[config.mk]
export PLATFORM = sky130hd
export DESIGN_NAME = mux_rr_arbiter
export DESIGN_NICKNAME = d
export VERILOG_FILES = /design/src/rtl/mux_arb_pkg.sv /design/src/rtl/mux_rr_arbiter_rr_pick.sv /design/src/rtl/mux_rr_arbiter.sv
export SDC_FILE = /design/constraint.sdc
export NUM_CORES = 1
export LEC_CHECK = 0
export CAP_MARGIN = 20
export CORE_MARGIN = 2
export CORE_UTILIZATION = 43
export DETAILED_ROUTE_END_ITERATION = 10
export MAX_ROUTING_LAYER = met4
export PLACE_DENSITY = 0.89
export SYNTH_ARGS = -nofsm -noshare
export SYNTH_HDL_FRONTEND = slang
export SYNTH_SLANG_ARGS = --single-unit
[constraint.sdc]
create_clock -name clk_311 -period 3.1 [get_ports clk_311]
set_input_delay 0.62 -clock clk_311 [delete_from_list [all_inputs] [get_ports clk_311]]
set_output_delay 0.62 -clock clk_311 [all_outputs]
set_load 0.005 [all_outputs]
[src/rtl/mux_arb_pkg.sv]
// mux_arb_pkg
//   Shared definitions for the round-robin mux arbiter slice:
//   - default parameter values
//   - arbiter state encoding (IDLE / GRANT)
//   - onehot_to_idx(): encodes a one-hot vector (up to 16 bits) to its index
package mux_arb_pkg;

  localparam int DEF_N_REQ    = 4;
  localparam int DEF_DATA_W   = 8;
  localparam int DEF_SEL_W    = 2;
  localparam int DEF_MAX_HOLD = 4;

  // Widest requester vector the helper function can encode.
  localparam int MAX_N = 16;
  localparam int IDX_W = 4;

  typedef enum logic {
    ST_IDLE  = 1'b0,
    ST_GRANT = 1'b1
  } arb_state_e;

  // OR-ing the indices of all set bits gives the index directly for a
  // one-hot input and avoids a priority chain.
  function automatic logic [IDX_W-1:0] onehot_to_idx(input logic [MAX_N-1:0] onehot);
    logic [IDX_W-1:0] idx;
    idx = '0;
    for (int i = 0; i < MAX_N; i++) begin
      if (onehot[i]) begin
        idx = idx | IDX_W'(i);
      end
    end
    return idx;
  endfunction

endpackage

[src/rtl/mux_rr_arbiter_rr_pick.sv]
// rr_pick
//   Combinational round-robin selector.
//   Ports:
//     req      in  N_REQ  request levels
//     last     in  SEL_W  index of the most recently released requester
//     pick     out N_REQ  one-hot winner (zero when no request)
//     pick_idx out SEL_W  encoded winner index
//     any_req  out 1      at least one request is present
module rr_pick
  import mux_arb_pkg::*;
#(
  parameter int N_REQ = DEF_N_REQ,
  parameter int SEL_W = DEF_SEL_W
) (
  input  logic [N_REQ-1:0] req,
  input  logic [SEL_W-1:0] last,
  output logic [N_REQ-1:0] pick,
  output logic [SEL_W-1:0] pick_idx,
  output logic             any_req
);

  logic found;

  // Search last+1, last+2, ... wrapping; the last requester itself is
  // visited at the very end, so it has the lowest priority.
  always_comb begin
    pick  = '0;
    found = 1'b0;
    for (int off = 1; off <= N_REQ; off++) begin
      if (!found && req[(int'(last) + off) % N_REQ]) begin
        pick[(int'(last) + off) % N_REQ] = 1'b1;
        found = 1'b1;
      end
    end
  end

  assign pick_idx = SEL_W'(onehot_to_idx(MAX_N'(pick)));
  assign any_req  = |req;

endmodule

[src/rtl/mux_rr_arbiter.sv]
// mux_rr_arbiter
//   Round-robin arbiter and sequencer for a shared N:1 mux channel. Grants one
//   requester at a time, drives the mux select and registers the selected lane
//   into a single valid/ready output stage. A grant lasts until the requester
//   drops its request or MAX_HOLD beats have been accepted; every release is
//   followed by one idle cycle in which re-arbitration takes place.
//   Ports:
//     clk_311         in  1            clock, rising edge
//     rst_n_311       in  1            synchronous reset, active low
//     req_311         in  N_REQ        request levels
//     din_311         in  N_REQ*DATA_W lane i at [i*DATA_W +: DATA_W]
//     gnt_311         out N_REQ        registered one-hot grant
//     sel_311         out SEL_W        registered grant index
//     ack_311         out N_REQ        combinational beat-accept pulse
//     dout_311        out DATA_W       registered output data
//     dout_valid_311  out 1            output stage holds a beat
//     dout_ready_311  in  1            downstream accepts the beat
//     lock_311        in  1            (only with MUX_ARB_LOCK_EN) suppresses
//                                      the MAX_HOLD rotation while high
//   Build option: define MUX_ARB_LOCK_EN to add the lock_311 input.
module mux_rr_arbiter
  import mux_arb_pkg::*;
#(
  parameter int N_REQ    = DEF_N_REQ,
  parameter int DATA_W   = DEF_DATA_W,
  parameter int SEL_W    = DEF_SEL_W,
  parameter int MAX_HOLD = DEF_MAX_HOLD
) (
  input  logic                    clk_311,
  input  logic                    rst_n_311,
`ifdef MUX_ARB_LOCK_EN
  input  logic                    lock_311,
`endif
  input  logic [N_REQ-1:0]        req_311,
  input  logic [N_REQ*DATA_W-1:0] din_311,
  output logic [N_REQ-1:0]        gnt_311,
  output logic [SEL_W-1:0]        sel_311,
  output logic [N_REQ-1:0]        ack_311,
  output logic [DATA_W-1:0]       dout_311,
  output logic                    dout_valid_311,
  input  logic                    dout_ready_311
);

  // Wide enough to count up to MAX_HOLD on the releasing beat.
  localparam int HOLD_W = (MAX_HOLD < 1) ? 1 : $clog2(MAX_HOLD + 1);

  arb_state_e        state;
  arb_state_e        state_next;
  logic [SEL_W-1:0]  last_idx;
  logic [HOLD_W-1:0] hold_cnt;
  logic              load_en;
  logic              at_limit;
  logic              release_now;
  logic              lock_active;
  logic [N_REQ-1:0]  pick;
  logic [SEL_W-1:0]  pick_idx;
  logic              any_req;
  logic [DATA_W-1:0] lanes [N_REQ];

`ifdef MUX_ARB_LOCK_EN
  assign lock_active = lock_311;
`else
  assign lock_active = 1'b0;
`endif

  for (genvar i = 0; i < N_REQ; i++) begin : g_lane
    assign lanes[i] = din_311[i*DATA_W +: DATA_W];
  end

  rr_pick #(
    .N_REQ (N_REQ),
    .SEL_W (SEL_W)
  ) u_rr_pick (
    .req      (req_311),
    .last     (last_idx),
    .pick     (pick),
    .pick_idx (pick_idx),
    .any_req  (any_req)
  );

  assign at_limit = (hold_cnt == HOLD_W'(MAX_HOLD - 1));

  // Beat acceptance and release decision. Everything is masked while reset
  // is asserted so no ack escapes during the reset cycle.
  always_comb begin
    load_en     = 1'b0;
    release_now = 1'b0;
    ack_311     = '0;
    if (rst_n_311 && (state == ST_GRANT)) begin
      load_en          = req_311[sel_311] && (!dout_valid_311 || dout_ready_311);
      ack_311[sel_311] = load_en;
      release_now      = !req_311[sel_311] || (load_en && at_limit && !lock_active);
    end
  end

  always_comb begin
    state_next = state;
    case (state)
      ST_IDLE:  if (any_req)     state_next = ST_GRANT;
      ST_GRANT: if (release_now) state_next = ST_IDLE;
      default:                   state_next = ST_IDLE;
    endcase
  end

  always_ff @(posedge clk_311) begin
    if (!rst_n_311) begin
      state <= ST_IDLE;
    end else begin
      state <= state_next;
    end
  end

  // Grant, pointer and hold counter. The select is left alone on release so
  // the mux stays put while the last beat drains.
  always_ff @(posedge clk_311) begin
    if (!rst_n_311) begin
      gnt_311  <= '0;
      sel_311  <= '0;
      last_idx <= SEL_W'(N_REQ - 1);
      hold_cnt <= '0;
    end else if (state == ST_IDLE) begin
      if (any_req) begin
        gnt_311  <= pick;
        sel_311  <= pick_idx;
        hold_cnt <= '0;
      end
    end else begin
      // Under lock the counter parks at MAX_HOLD-1 so that dropping the
      // lock releases the grant on the very next accepted beat.
      if (load_en && !(lock_active && at_limit)) begin
        hold_cnt <= hold_cnt + 1'b1;
      end
      if (release_now) begin
        gnt_311  <= '0;
        last_idx <= sel_311;
      end
    end
  end

  // Output stage: independent of the arbiter state so a beat loaded on the
  // releasing cycle still drains normally while the arbiter sits in IDLE.
  always_ff @(posedge clk_311) begin
    if (!rst_n_311) begin
      dout_311       <= '0;
      dout_valid_311 <= 1'b0;
    end else if (load_en) begin
      dout_311       <= lanes[sel_311];
      dout_valid_311 <= 1'b1;
    end else if (dout_valid_311 && dout_ready_311) begin
      dout_valid_311 <= 1'b0;
    end
  end

endmodule

# Word-level counts from Yosys, hierarchy flattened
# Index checks and enable logic that the tools add are counted.
# totals
register_bits	21
latch_bits	0
mem_bits_rw	0
mem_bits_ro	0
input_bits	39
output_inout_bits	19
wordCells	117
memories	0
# op_classes
addsub	5
n_mul	0
div	0
order_cmp	11
n_eq_ne	3
n_shift	0
n_mux	51
bitwise	10
n_reduce_logical	30
# ops
operator	n
2-to-1 mux 4 bit	8
2-to-1 mux 1 bit	24
binary-select mux 8 bit (select 2 bit)	1
less-than comparator 3 x 4 -> 1 bit (second input constant)	4
2-to-1 mux 8 bit	2
>= comparator 3 x 1 -> 1 bit (second input constant)	4
logical AND 1 bit	12
OR 4 bit	3
binary-select mux 1 bit (select 2 bit)	5
demux 1 bit (select 2 bit)	5
2-to-1 mux 3 bit	3
AND reduction 2 bit	4
OR reduction 2 bit	4
logical NOT 1 bit	5
adder 2 x 1 -> 2 bit (second input constant)	2
adder 2 bit (second input constant)	2
bitwise AND 1 bit (first input constant)	4
bitwise AND 4 bit	1
2-to-1 mux 2 bit	2
inequality test 2 x 1 -> 1 bit (second input constant)	2
nonzero test 2 bit	2
OR reduction 4 bit	1
adder 3 x 1 -> 3 bit (second input constant)	1
equality test 3 x 2 -> 1 bit (second input constant)	1
7 further kinds	8

# Logic depth before layout (Yosys ltp)
# Gate-level depths: netlist of the first run.
# depth
word_depth	19
mapped_depth	8
ltp_nobuf	7

# Cells and area by module
# From an unflattened synthesis of the first run, not the netlist that was laid out.
# unflattened
hier_cells	153
hier_area_um2	1525.2
# modules_own_cells
mod	instances	cells_each	area_per_inst_um2	seq_area_each_um2
mux_rr_arbiter	1	106	1077.3	420.4
rr_pick	1	47	447.9	0.0

# Least setup slack after synthesis of the first run
# OpenSTA, ideal clock, no wires.
# synth_path
path_kind	reg2reg
from	reg last_idx[0]
to	reg sel_311[0]
setup_ns	0.119
arrival_ns	2.186
required_time_ns	2.981
setup_slack_ns	0.796
stages_incl_launch_ff	9
n_path_buf	1
period_less_slack_ns	2.304
path_cell_list	dfxtp_1 > buf_6 > inv_1 > ha_1 > mux4_2 > a21oi_1 > o2bb2ai_1 > a211o_1 > o221a_1
# synth_via
elab_chain_cells	17
elab_cells_between_ends	63
cone_classes	add/sub: 4; order compare: 8; mux: 30; bitwise: 7; reduce/logical: 14
# synth_lines
element	line_no	rtl
start, declared	mux_rr_arbiter.sv:49	logic [SEL_W-1:0] last_idx;
start signal, assigned	mux_rr_arbiter.sv:119	last_idx <= SEL_W'(N_REQ - 1);
start signal, assigned	mux_rr_arbiter.sv:135	last_idx <= sel_311;
adder 2 x 1 -> 2 bit	mux_rr_arbiter_rr_pick.sv:30, mux_rr_arbiter_rr_pick.sv:31	
OR reduction 2 bit (no source line) or binary-select mux 1 bit (select 2 bit) (tied branches)	n/a	
bitwise AND 1 bit (no source line) or 2-to-1 mux 1 bit (tied branches)	n/a	
less-than comparator 3 x 4 -> 1 bit (implied by the code) (tied with other cells)	mux_rr_arbiter_rr_pick.sv:31	pick[(int'(last) + off) % N_REQ] = 1'b1;
logical AND 1 bit (implied by the code) or 2-to-1 mux 1 bit (tied branches)	mux_rr_arbiter_rr_pick.sv:31, mux_rr_arbiter_rr_pick.sv:30	
2-to-1 mux 1 bit (implied by the code) or logical NOT 1 bit (tied branches)	mux_rr_arbiter_rr_pick.sv:31, mux_rr_arbiter_rr_pick.sv:30	
demux 1 bit (select 2 bit) or logical AND 1 bit (tied branches)	n/a	
2-to-1 mux 4 bit or 2-to-1 mux 1 bit (tied branches)	mux_rr_arbiter_rr_pick.sv:30	if (!found && req[(int'(last) + off) % N_REQ]) begin
OR 4 bit (no source line) or logical NOT 1 bit (tied branches)	n/a	
2-to-1 mux 4 bit or logical AND 1 bit (tied branches)	mux_rr_arbiter_rr_pick.sv:30	
OR 4 bit (no source line) or 2-to-1 mux 1 bit (tied branches)	n/a	
2-to-1 mux 4 bit or logical NOT 1 bit (tied branches)	mux_rr_arbiter_rr_pick.sv:30	
OR 4 bit (no source line) or logical AND 1 bit (tied branches)	n/a	
2-to-1 mux 4 bit *	mux_rr_arbiter_rr_pick.sv:30	
2-to-1 mux 1 bit	mux_arb_pkg.sv:28	if (onehot[i]) begin
2-to-1 mux 2 bit	mux_arb_pkg.sv:28	
2-to-1 mux 2 bit *	mux_arb_pkg.sv:28	
end signal, assigned	mux_rr_arbiter.sv:124	sel_311 <= pick_idx;
end, declared	mux_rr_arbiter.sv:37	output logic [SEL_W-1:0] sel_311,
# Every way passes the cells marked *; elsewhere a longest branch is shown, timed or not. The select of a mux whose other input is x is not followed.
# A chain may end at the register's enable or synchronous reset.

# Worst setup path after layout of the first run
# layout_path
from	in req_311[3]
to	out ack_311[3]
# layout_via
elab_chain_cells	5
# layout_lines
element	line_no	rtl
start, declared	mux_rr_arbiter.sv:34	input logic [N_REQ-1:0] req_311,
binary-select mux 1 bit (select 2 bit)	mux_rr_arbiter.sv:90	load_en = req_311[sel_311] && (!dout_valid_311 || dout_ready_311);
2-to-1 mux 1 bit (implied by the code)	mux_rr_arbiter.sv:90	
logical AND 1 bit	mux_rr_arbiter.sv:90	
bitwise AND 4 bit (no source line)	n/a	
2-to-1 mux 4 bit	mux_rr_arbiter.sv:89	if (rst_n_311 && (state == ST_GRANT)) begin
end, declared	mux_rr_arbiter.sv:38	output logic [N_REQ-1:0] ack_311,
# Every way passes these cells. The select of a mux whose other input is x is not followed.

==> flow_summary.toml, run 1 <==
[hold_path]
min_path_cells = 2
hp-class = "register to register"
hold_start = "hold_cnt[0]"

[timing]
fmax_ghz = 0.332
finalSetupTns_ns = 0
clock_skew_ns = 0.00190
rsz0062_at_grt = "false"
slew_violations = 0
finalCritPeriodShare_pct = 97.1
slew_headroom_pct = 64.3
fin_crit_ns = 3.01
hold_viol = 0
tightest_slew_ns = 0.531
setup_viol = 0

[cts]
clk_latency_ns = 0.32
hold_buffers = 0
cts_tree = "yes"
clk_pin_slew_ns = 0.12
clkSinkCount = 21
cts_setup_buffers = 0
cts_buffers = 3
clock_path_buffers = 2
h-tree-depth = 1
cts-root-buf = "clkbuf_4"

[pwr]
static-leakage-power_uw = 0.000883
powerDensity_nw_per_um2 = 392
ir_drop_mv = 0.187
p_total_uw = 840

[global_route]
grt_max_degree = 17
grt_pass1_wl_um = 6070
globalRouteTotalUtil_pct = 20.5
grt_pass1_vias = 1335
antenna_found_initial = 0
grt-ovfl-total = 0

[placed_design]
numPortBuffers = 57
hpwl_um = 2780
post_dp_cell_area_um2 = 2110
routabilityCongestion = 0.791

[setup_path]
cp.required_ns = 2.48
cp-start-kind = "input pin"
r2r_start = "last_idx[1]"
reg2reg_depth = 7
crit_path_start = "req_311[3]"
end_kind = "primary output"
cp_max_fo = 6
arrival_ns = 2.39
critPathKind = "input pin to primary output"

[routing]
first_iter_violations = 39
routed_wl_um = 3560
drc = 0
wl_met1_um = 1440
drt_pre_antenna_iters = 4
met2_wirelength_um = 1800
highest_layer = "met4"
avgViaCountPerCell = 5.49
ant_nets = 0
avgRoutedWirePerCell_um = 14.2
wl_met3_um = 217
vias = 1379

[final_layout]
final_nets = 255
area_growth_pct = 47.0
n_fill_cell = 247
design_area_um2 = 2140
antenna_cells = 0
layout-drive-gt1-share_pct = 17.6

[die]
io_pins = 58
die_x_um = 62.2
num_rows = 21
fp.dieH_um = 62.2
core_area_um2 = 3280
start_util_pct = 44.4
dieArea_um2 = 3870

[synthesis]
synth_flop_cell = "dfxtp_1"
yosysUniqueCellTypes = 42
ys_ff_latch = 21
syn-mean-instance-area_um2 = 10.4
yosysWarnings = 0
synthArstFlopShare_pct = 0
synth-edff-count = 0
syn_area_um2 = 1460
yosysSeqAreaShare_pct = 28.8
syn_nets = 189
netlist_instances = 140

[status]
outcome = "completed"

[flow_run]
drv_cap = 0
where the power goes:
part | switching [uW] | internal (uW) | leakage, uW | total, uW
sequential | 20.0 | 297 | 0.000172 | 317
combinational | 161 | 222 | 0.000693 | 383
clock | 92.0 | 48.5 | 0.0000177 | 141
logic make-up (layout without fill, tap and decap cells):
group                    after synthesis  count (layout)  synth area share (%)
flip-flops                            21              21                  28.8
multiplexers                          21              21                  24.8
buffers and inverters                 13              78                  6.01
adder cells (fa/ha/maj)               10              10                  8.58
AND/OR/NAND/NOR                       52              52                  20.2
AO/OA/AOI/OAI                         23              23                  11.6
cells in the mapped netlist, drive strengths merged (2+ instances only):
library cell  number  area (um2)
a211o              2        17.5
mux2i              8        80.1
nor3               5        25.0
nand4              3        25.0
buf                3        30.0
and3               2        12.5
o21ai              2        10.0
a21oi              7        35.0
nand2              9        33.8
mux4              12         270
ha                10         125
a211oi             2        15.0
nand3              4        25.0
dfxtp             21         420
inv                5        18.8
nor3b              4        40.0
nand2b             2        12.5
nor2b              2        12.5
clkbuf             5        38.8
or2                2        12.5
nor2              13        48.8
o221a              2        22.5
worst max-delay path, stage by stage:
cell             delay [ns]
clkdlybuf4s50_1        0.41
mux4_2                 0.53
nand4_4                0.16
inv_1                  0.06
and3_1                 0.17
clkdlybuf4s50_1        0.43
metal layers:
layer | up-vias | GRT usage, %
li1 | 656 | -
met1 | 656 | 24.4
met2 | 58 | 32.5
met3 | 9 | 4.35
met4 | 0 | 11.4
met5 | - | -
registers in the layout (all words and copies together) (netlist names):
signal,flops
hold_cnt,3
sel_311,2
state,1
dout_valid_311,1
dout_311,8
gnt_311,4
last_idx,2
cells in the final DEF (no fill, tap or decap), types with 3 or more instances in the layout:
master and instances:
clkdlybuf4s50_1 57, mux2i_1 8, dfxtp_1 21, a21oi_1 7
nor3_1 5, mux4_2 12, nor2_1 13, nand3_1 3
nand2_1 9, buf_4 12, clkbuf_4 3, inv_1 5
ha_1 10
repair_timing:
action | CTS | global route
resized for setup | 0 | 1
endpoints found under the hold margin | 0 | 0
setup endpoints to repair | 0 | 2
worst paths after layout:
| kind | endpoint | slack (ns) |
|---|---|---|
| worst min-delay path | hold_cnt[0] | 0.49 |
| worst max-delay path | ack_311[3] | 0.09 |
| worst max register to register | sel_311[0] | 0.57 |
| worst min register to register | hold_cnt[0] | 0.49 |
area by class of cell:
cell class | count | area [um2] | area share [%]
well taps | 46 | 57.6 | 2.69
clock inverters | 1 | 5.00 | 0.234
flip-flops and latches | 21 | 420 | 19.6
multi-input cells | 106 | 958 | 44.7
repair buffers | 69 | 661 | 30.8
clock buffers | 3 | 22.5 | 1.05
inverters | 5 | 18.8 | 0.876
stage by stage:
stage | std cells | hold slack [ns] | utilization (%) | setup slack (ns)
2_1_floorplan | 140 | 0.452 | - | 0.796
3_3_place_gp | 247 | 0.461 | 64.2 | 0.0824
3_5_place_dp | 247 | 0.477 | 64.2 | 0.0585
4_1_cts | 251 | 0.493 | 65.0 | 0.0578
5_1_grt | 251 | 0.530 | 65.3 | 0.0164
6_report | 251 | 0.492 | 65.3 | 0.0905
(Power assumes the default switching activity.)
==> run 2, diff against run 1 <==
--- a/config.mk
+++ b/config.mk
@@ -5,12 +5,11 @@
 export SDC_FILE = /design/constraint.sdc
 export NUM_CORES = 1
 export LEC_CHECK = 0
-export CAP_MARGIN = 20
 export CORE_MARGIN = 2
-export CORE_UTILIZATION = 43
+export CORE_UTILIZATION = 35
 export DETAILED_ROUTE_END_ITERATION = 10
 export MAX_ROUTING_LAYER = met4
-export PLACE_DENSITY = 0.89
+export PLACE_DENSITY = 0.77
 export SYNTH_ARGS = -nofsm -noshare
 export SYNTH_HDL_FRONTEND = slang
 export SYNTH_SLANG_ARGS = --single-unit
==> run 2 against run 1 <==
  * Register-to-register slack about the same
  * Design area rose by 0.70%
  * Cell count rose by 1.2%
==> flow_summary.toml, run 2 (synthesized netlist as in run 1, its figures left out) <==
[status]
outcome = "completed"

[global_route]
grt_pass1_wl_um = 5510
met3_usage_pct = 2.92
grt_pass1_vias = 1217
antenna_found_initial = 0
grtUsageMet2_pct = 23.8
busiest_layer = "met2"
grt-ovfl-total = 0
grt_use_met1_pct = 21.6
globalRouteTotalUtil_pct = 16.1
grt_max_degree = 17

[setup_path]
r2r_start = "last_idx[1]"
cp_max_fo = 6
end_kind = "primary output"
cp.required_ns = 2.48
cp-start-kind = "input pin"
reg2reg_depth = 7
reg2reg_to = "sel_311[0]"
reg2reg_slack_ns = 0.58
crit_end = "ack_311[3]"
crit_path_start = "req_311[3]"
arrival_ns = 2.40
critPathKind = "input pin to primary output"

[cts]
cts_tree = "yes"
clk_pin_slew_ns = 0.07
hold_buffers = 0
cts_buffers = 3
clkSinkCount = 21
cts_setup_buffers = 0
h-tree-depth = 1
cts-root-buf = "clkbuf_8"
clock_path_buffers = 2
clk_latency_ns = 0.26

[routing]
avgViaCountPerCell = 5.20
drt_pre_antenna_iters = 4
vias = 1322
drc = 0
routed_wl_um = 3670
ant_nets = 0
avgRoutedWirePerCell_um = 14.5
first_iter_violations = 36

[die]
io_pins = 58
core_area_um2 = 4000
dieArea_um2 = 4700
fp.dieH_um = 68.5
start_util_pct = 36.4
num_rows = 23
die_x_um = 68.5

[timing]
tightest_slew_ns = 0.535
hold_viol = 0
setup_viol = 0
finalSetupTns_ns = 0
clock_skew_ns = 0.00674
fmax_ghz = 0.331
hold_ws_ns = 0.488
finalCritPeriodShare_pct = 97.5
fin_crit_ns = 3.02
rsz0062_at_grt = "false"
slew_violations = 0
slew_headroom_pct = 64.3

[final_layout]
largest_register = "dout_311"
layout-drive-gt1-share_pct = 16.7
antenna_cells = 0
layout_commonest_cell = "clkdlybuf4s50_1"
largestRegisters = "dout_311: 8 flops, gnt_311: 4 flops, hold_cnt: 3 flops"
final_cell_mix = "clkdlybuf4s50_1 (57), dfxtp_1 (21), nor2_1 (13), mux4_2 (12), buf_4 (11)"
n_fill_cell = 367
largest_register_ffs = 8
final_nets = 254
area_growth_pct = 48.1
design_area_um2 = 2160

[flow_run]
drv_cap = 0

[placed_design]
hpwl_um = 2730
numPortBuffers = 57
post_dp_cell_area_um2 = 2100
routabilityCongestion = 0.937

[hold_path]
hp-class = "register to register"

[pwr]
p_total_uw = 879
static-leakage-power_uw = 0.000883
powerDensity_nw_per_um2 = 407
ir_drop_mv = 0.219
## run 2: cell count changes in the layout (fill, tap and decap cells not counted), sizes merged
cell    before  now
buf         12   11
clkbuf       3    4
clkinv       1    0
## run 2: layout make-up
type | count | area [um2] | share of cell area [%]
Inverter | 5 | 18.8 | 0.870
Clock buffer | 4 | 45.0 | 2.09
Timing Repair Buffer | 68 | 653 | 30.3
Multi-Input combinational cell | 106 | 958 | 44.4
Sequential cell | 21 | 420 | 19.5
Tap cell | 50 | 62.6 | 2.90
## run 2: what timing repair did
action,in CTS,in global routing
hold endpoints to repair,0,0
endpoints found under the setup margin,0,2
gates resized for setup,0,1
## run 2: worst max-delay path, cell delays in order
cell and delay, ns:
clkdlybuf4s50_1 0.41, mux4_2 0.55, nand4_4 0.14, inv_1 0.07, and3_1 0.17, clkdlybuf4s50_1 0.44
## run 2: worst min path at each step
stage	startpoint	endpoint	depth (start not counted)	slack (ns)
2_1_floorplan	hold_cnt[1]	hold_cnt[1]	2	0.45
3_3_place_gp	hold_cnt[1]	hold_cnt[1]	2	0.46
3_5_place_dp	hold_cnt[1]	hold_cnt[1]	2	0.48
4_1_cts	hold_cnt[1]	hold_cnt[1]	2	0.49
5_1_grt	hold_cnt[1]	hold_cnt[1]	2	0.52
6_report	hold_cnt[0]	hold_cnt[0]	2	0.49
## run 2: routing by layer
layer / up-vias / wire length (um)
met3: 5 / 237
li1: 656 / -
met2: 46 / 1770
met5: - / 0
met4: 0 / 57
met1: 615 / 1610
## run 2: metrics by stage
stage	util, %	instances	worst slack [ns]
floorplan	-	140	0.796
global placement	52.6	250	0.0686
detailed placement	52.6	250	0.0522
CTS	53.7	254	0.0351
global route	54.0	254	0.00777
finish	54.0	254	0.0790
## run 2: report_power, final
group	leakage (uW)	switching (uW)	internal [uW]
clock	0.0000228	91.3	91.7
combinational	0.000688	161	218
sequential	0.000172	19.9	297
==> run 3, diff against run 2 <==
--- a/config.mk
+++ b/config.mk
@@ -6,10 +6,11 @@
 export NUM_CORES = 1
 export LEC_CHECK = 0
 export CORE_MARGIN = 2
-export CORE_UTILIZATION = 35
+export CORE_UTILIZATION = 41
 export DETAILED_ROUTE_END_ITERATION = 10
 export MAX_ROUTING_LAYER = met4
-export PLACE_DENSITY = 0.77
+export PLACE_DENSITY = 0.86
 export SYNTH_ARGS = -nofsm -noshare
 export SYNTH_HDL_FRONTEND = slang
 export SYNTH_SLANG_ARGS = --single-unit
+export TNS_END_PERCENT = 5
==> run 3 against run 2 <==
  * Maximum frequency down 0.30%
  * Setup slack worse by 0.0091 ns
  * Flip-flop and latch count unchanged
  * Global-route usage up 2.3 points
  * Non-clock buffer count down 1
  * Clock power down 28%
  * Cell count down 2.0%
  * Via count down 0.45%
  * Core utilization up 9.3 points
  * Die area down 14%
  * Critical path type unchanged
  * Largest cell class unchanged
  * Highest routed layer unchanged
==> flow_summary.toml, run 3 (synthesized netlist as in run 1, its figures left out) <==
[setup_path]
crit_chain = "clkdlybuf4s50_1, mux4_2, nand4_4, inv_1, and3_1, clkdlybuf4s50_1"
cp_common_cell = "clkdlybuf4s50_1"
reg2reg_depth = 7
cp-start-kind = "input pin"
critPathKind = "input pin to primary output"
end_kind = "primary output"
crit_path_start = "req_311[3]"
arrival_ns = 2.41
cp.required_ns = 2.48
reg2reg_to = "sel_311[0]"
cp_slowest_cell = "mux4_2"
critPathBufInv = 3
slowest_delay_ns = 0.55
critPathTopFamily = "buffers and inverters"
cp.depth = 6
cp_max_fo = 6
reg2reg_slack_ns = 0.60
r2r_start = "last_idx[1]"
crit_end = "ack_311[3]"

[routing]
wl_met3_um = 100
first_iter_violations = 48
avgViaCountPerCell = 5.29
avgRoutedWirePerCell_um = 13.9
met2_wirelength_um = 1900
ant_nets = 0
vias = 1316
routed_wl_um = 3470
drc = 0
highest_layer = "met4"
wl_met1_um = 1410
drt_pre_antenna_iters = 4

[cts]
cts_tree = "yes"
clk_latency_ns = 0.30
cts-root-buf = "clkbuf_4"
h-tree-depth = 1
clock_path_buffers = 2
cts_buffers = 3
cts_setup_buffers = 0
clk_pin_slew_ns = 0.11
clkSinkCount = 21

[pwr]
netSwitchingFraction_pct = 31.4
static-leakage-power_uw = 0.000870
p_clk_share_pct = 16.0
power.switching_uw = 258
p_total_uw = 822
powerDensity_nw_per_um2 = 386
p_comb_share_pct = 45.6
seqPwrFrac_pct = 38.4
intPower_uw = 564
ir_drop_mv = 0.262

[timing]
tightest_slew_ns = 0.532
setup_viol = 0
hold_viol = 0
slew_violations = 0
slew_headroom_pct = 64.5
finalSetupTns_ns = 0
fmax_ghz = 0.330
fin_crit_ns = 3.03
finalCritPeriodShare_pct = 97.7
rsz0062_at_grt = "false"
clock_skew_ns = 0.00168

[die]
num_rows = 21
die_x_um = 63.6
io_pins = 58
start_util_pct = 43.3
core_area_um2 = 3360
fp.dieH_um = 63.6
dieArea_um2 = 4050

[global_route]
grt_max_degree = 17
grt_pass1_vias = 1282
grt-ovfl-total = 0
grt_pass1_wl_um = 5710
antenna_found_initial = 0
globalRouteTotalUtil_pct = 18.4

[final_layout]
layout-drive-gt1-share_pct = 16.3
area_growth_pct = 45.9
multi_input_area_um2 = 958
layout_commonest_cell = "clkdlybuf4s50_1"
antenna_cells = 0
n_fill_cell = 301
largestRegisters = "dout_311: 8 flops, gnt_311: 4 flops, hold_cnt: 3 flops"
largest_register_ffs = 8
seq_area_um2 = 420
final_nets = 253
final_cell_mix = "clkdlybuf4s50_1 (57), dfxtp_1 (21), nor2_1 (13), mux4_2 (12)"
largest_register = "dout_311"

[placed_design]
routabilityCongestion = 0.863
hpwl_um = 2700
numPortBuffers = 57

[hold_path]
hp-class = "register to register"

[flow_run]
drv_cap = 0

[status]
outcome = "completed"
==> run 3: cell types whose count changed in the layout (fill, tap and decap cells not counted), sizes merged <==
| cell | delta |
|---|---|
| buf | -1 |
==> run 3: worst reg2reg max path: stages, from the launching register on <==
cell and delay (ns):
dfxtp_1 0.45, inv_1 0.19, ha_1 0.36, mux4_2 0.61
a21oi_1 0.18, o2bb2ai_1 0.08, a211o_1 0.29, o221a_1 0.23
==> run 3: metal layers <==
layer,vias to the layer above,global-route usage [%]
met3,6,3.39
met2,22,32.4
met5,-,-
met4,0,5.98
li1,652,-
met1,636,21.1
==> run 3: power groups by stage <==
stage               clock network, uW  registers (uW)  logic, uW
CTS                               135             316        375
global route                      147             321        408
detailed placement                  0             322        374
floorplan                           0             325        233
global placement                    0             321        367
finish                            131             316        375
==> run 3: layout make-up <==
cell class | count | share of cell area [%]
sequential | 21 | 19.8
multi-input combinational | 106 | 45.1
timing repair buffer | 67 | 30.4
tap | 46 | 2.71
clock buffer | 4 | 1.24
inverter | 5 | 0.882
==> run 3: what timing repair did <==
action                                  4_1_cts  5_1_grt
gates resized for setup                       0        1
endpoints found under the setup margin        0        1
hold buffers                                  0        0
==> run 3: worst min path at each step <==
stage / from / end / slack [ns] / depth (start not counted)
after floorplan: hold_cnt[1] / hold_cnt[1] / 0.45 / 2
after global placement: hold_cnt[1] / hold_cnt[1] / 0.46 / 2
after detailed placement: hold_cnt[1] / hold_cnt[1] / 0.47 / 2
after CTS: hold_cnt[1] / hold_cnt[1] / 0.48 / 2
after global routing: hold_cnt[1] / hold_cnt[1] / 0.51 / 2
final: hold_cnt[1] / hold_cnt[1] / 0.48 / 2
==> run 3: stage by stage <==
step	cell area (um2)	util [%]	cells	worst slack, ns	hold slack, ns
finish	2130	63.2	249	0.0699	0.483
global route	2130	63.2	249	0.0173	0.514
CTS	2120	63.0	249	0.0152	0.484
detailed placement	2090	62.2	245	0.0158	0.467
global placement	2090	62.2	245	0.0493	0.462
floorplan	1460	-	140	0.796	0.452
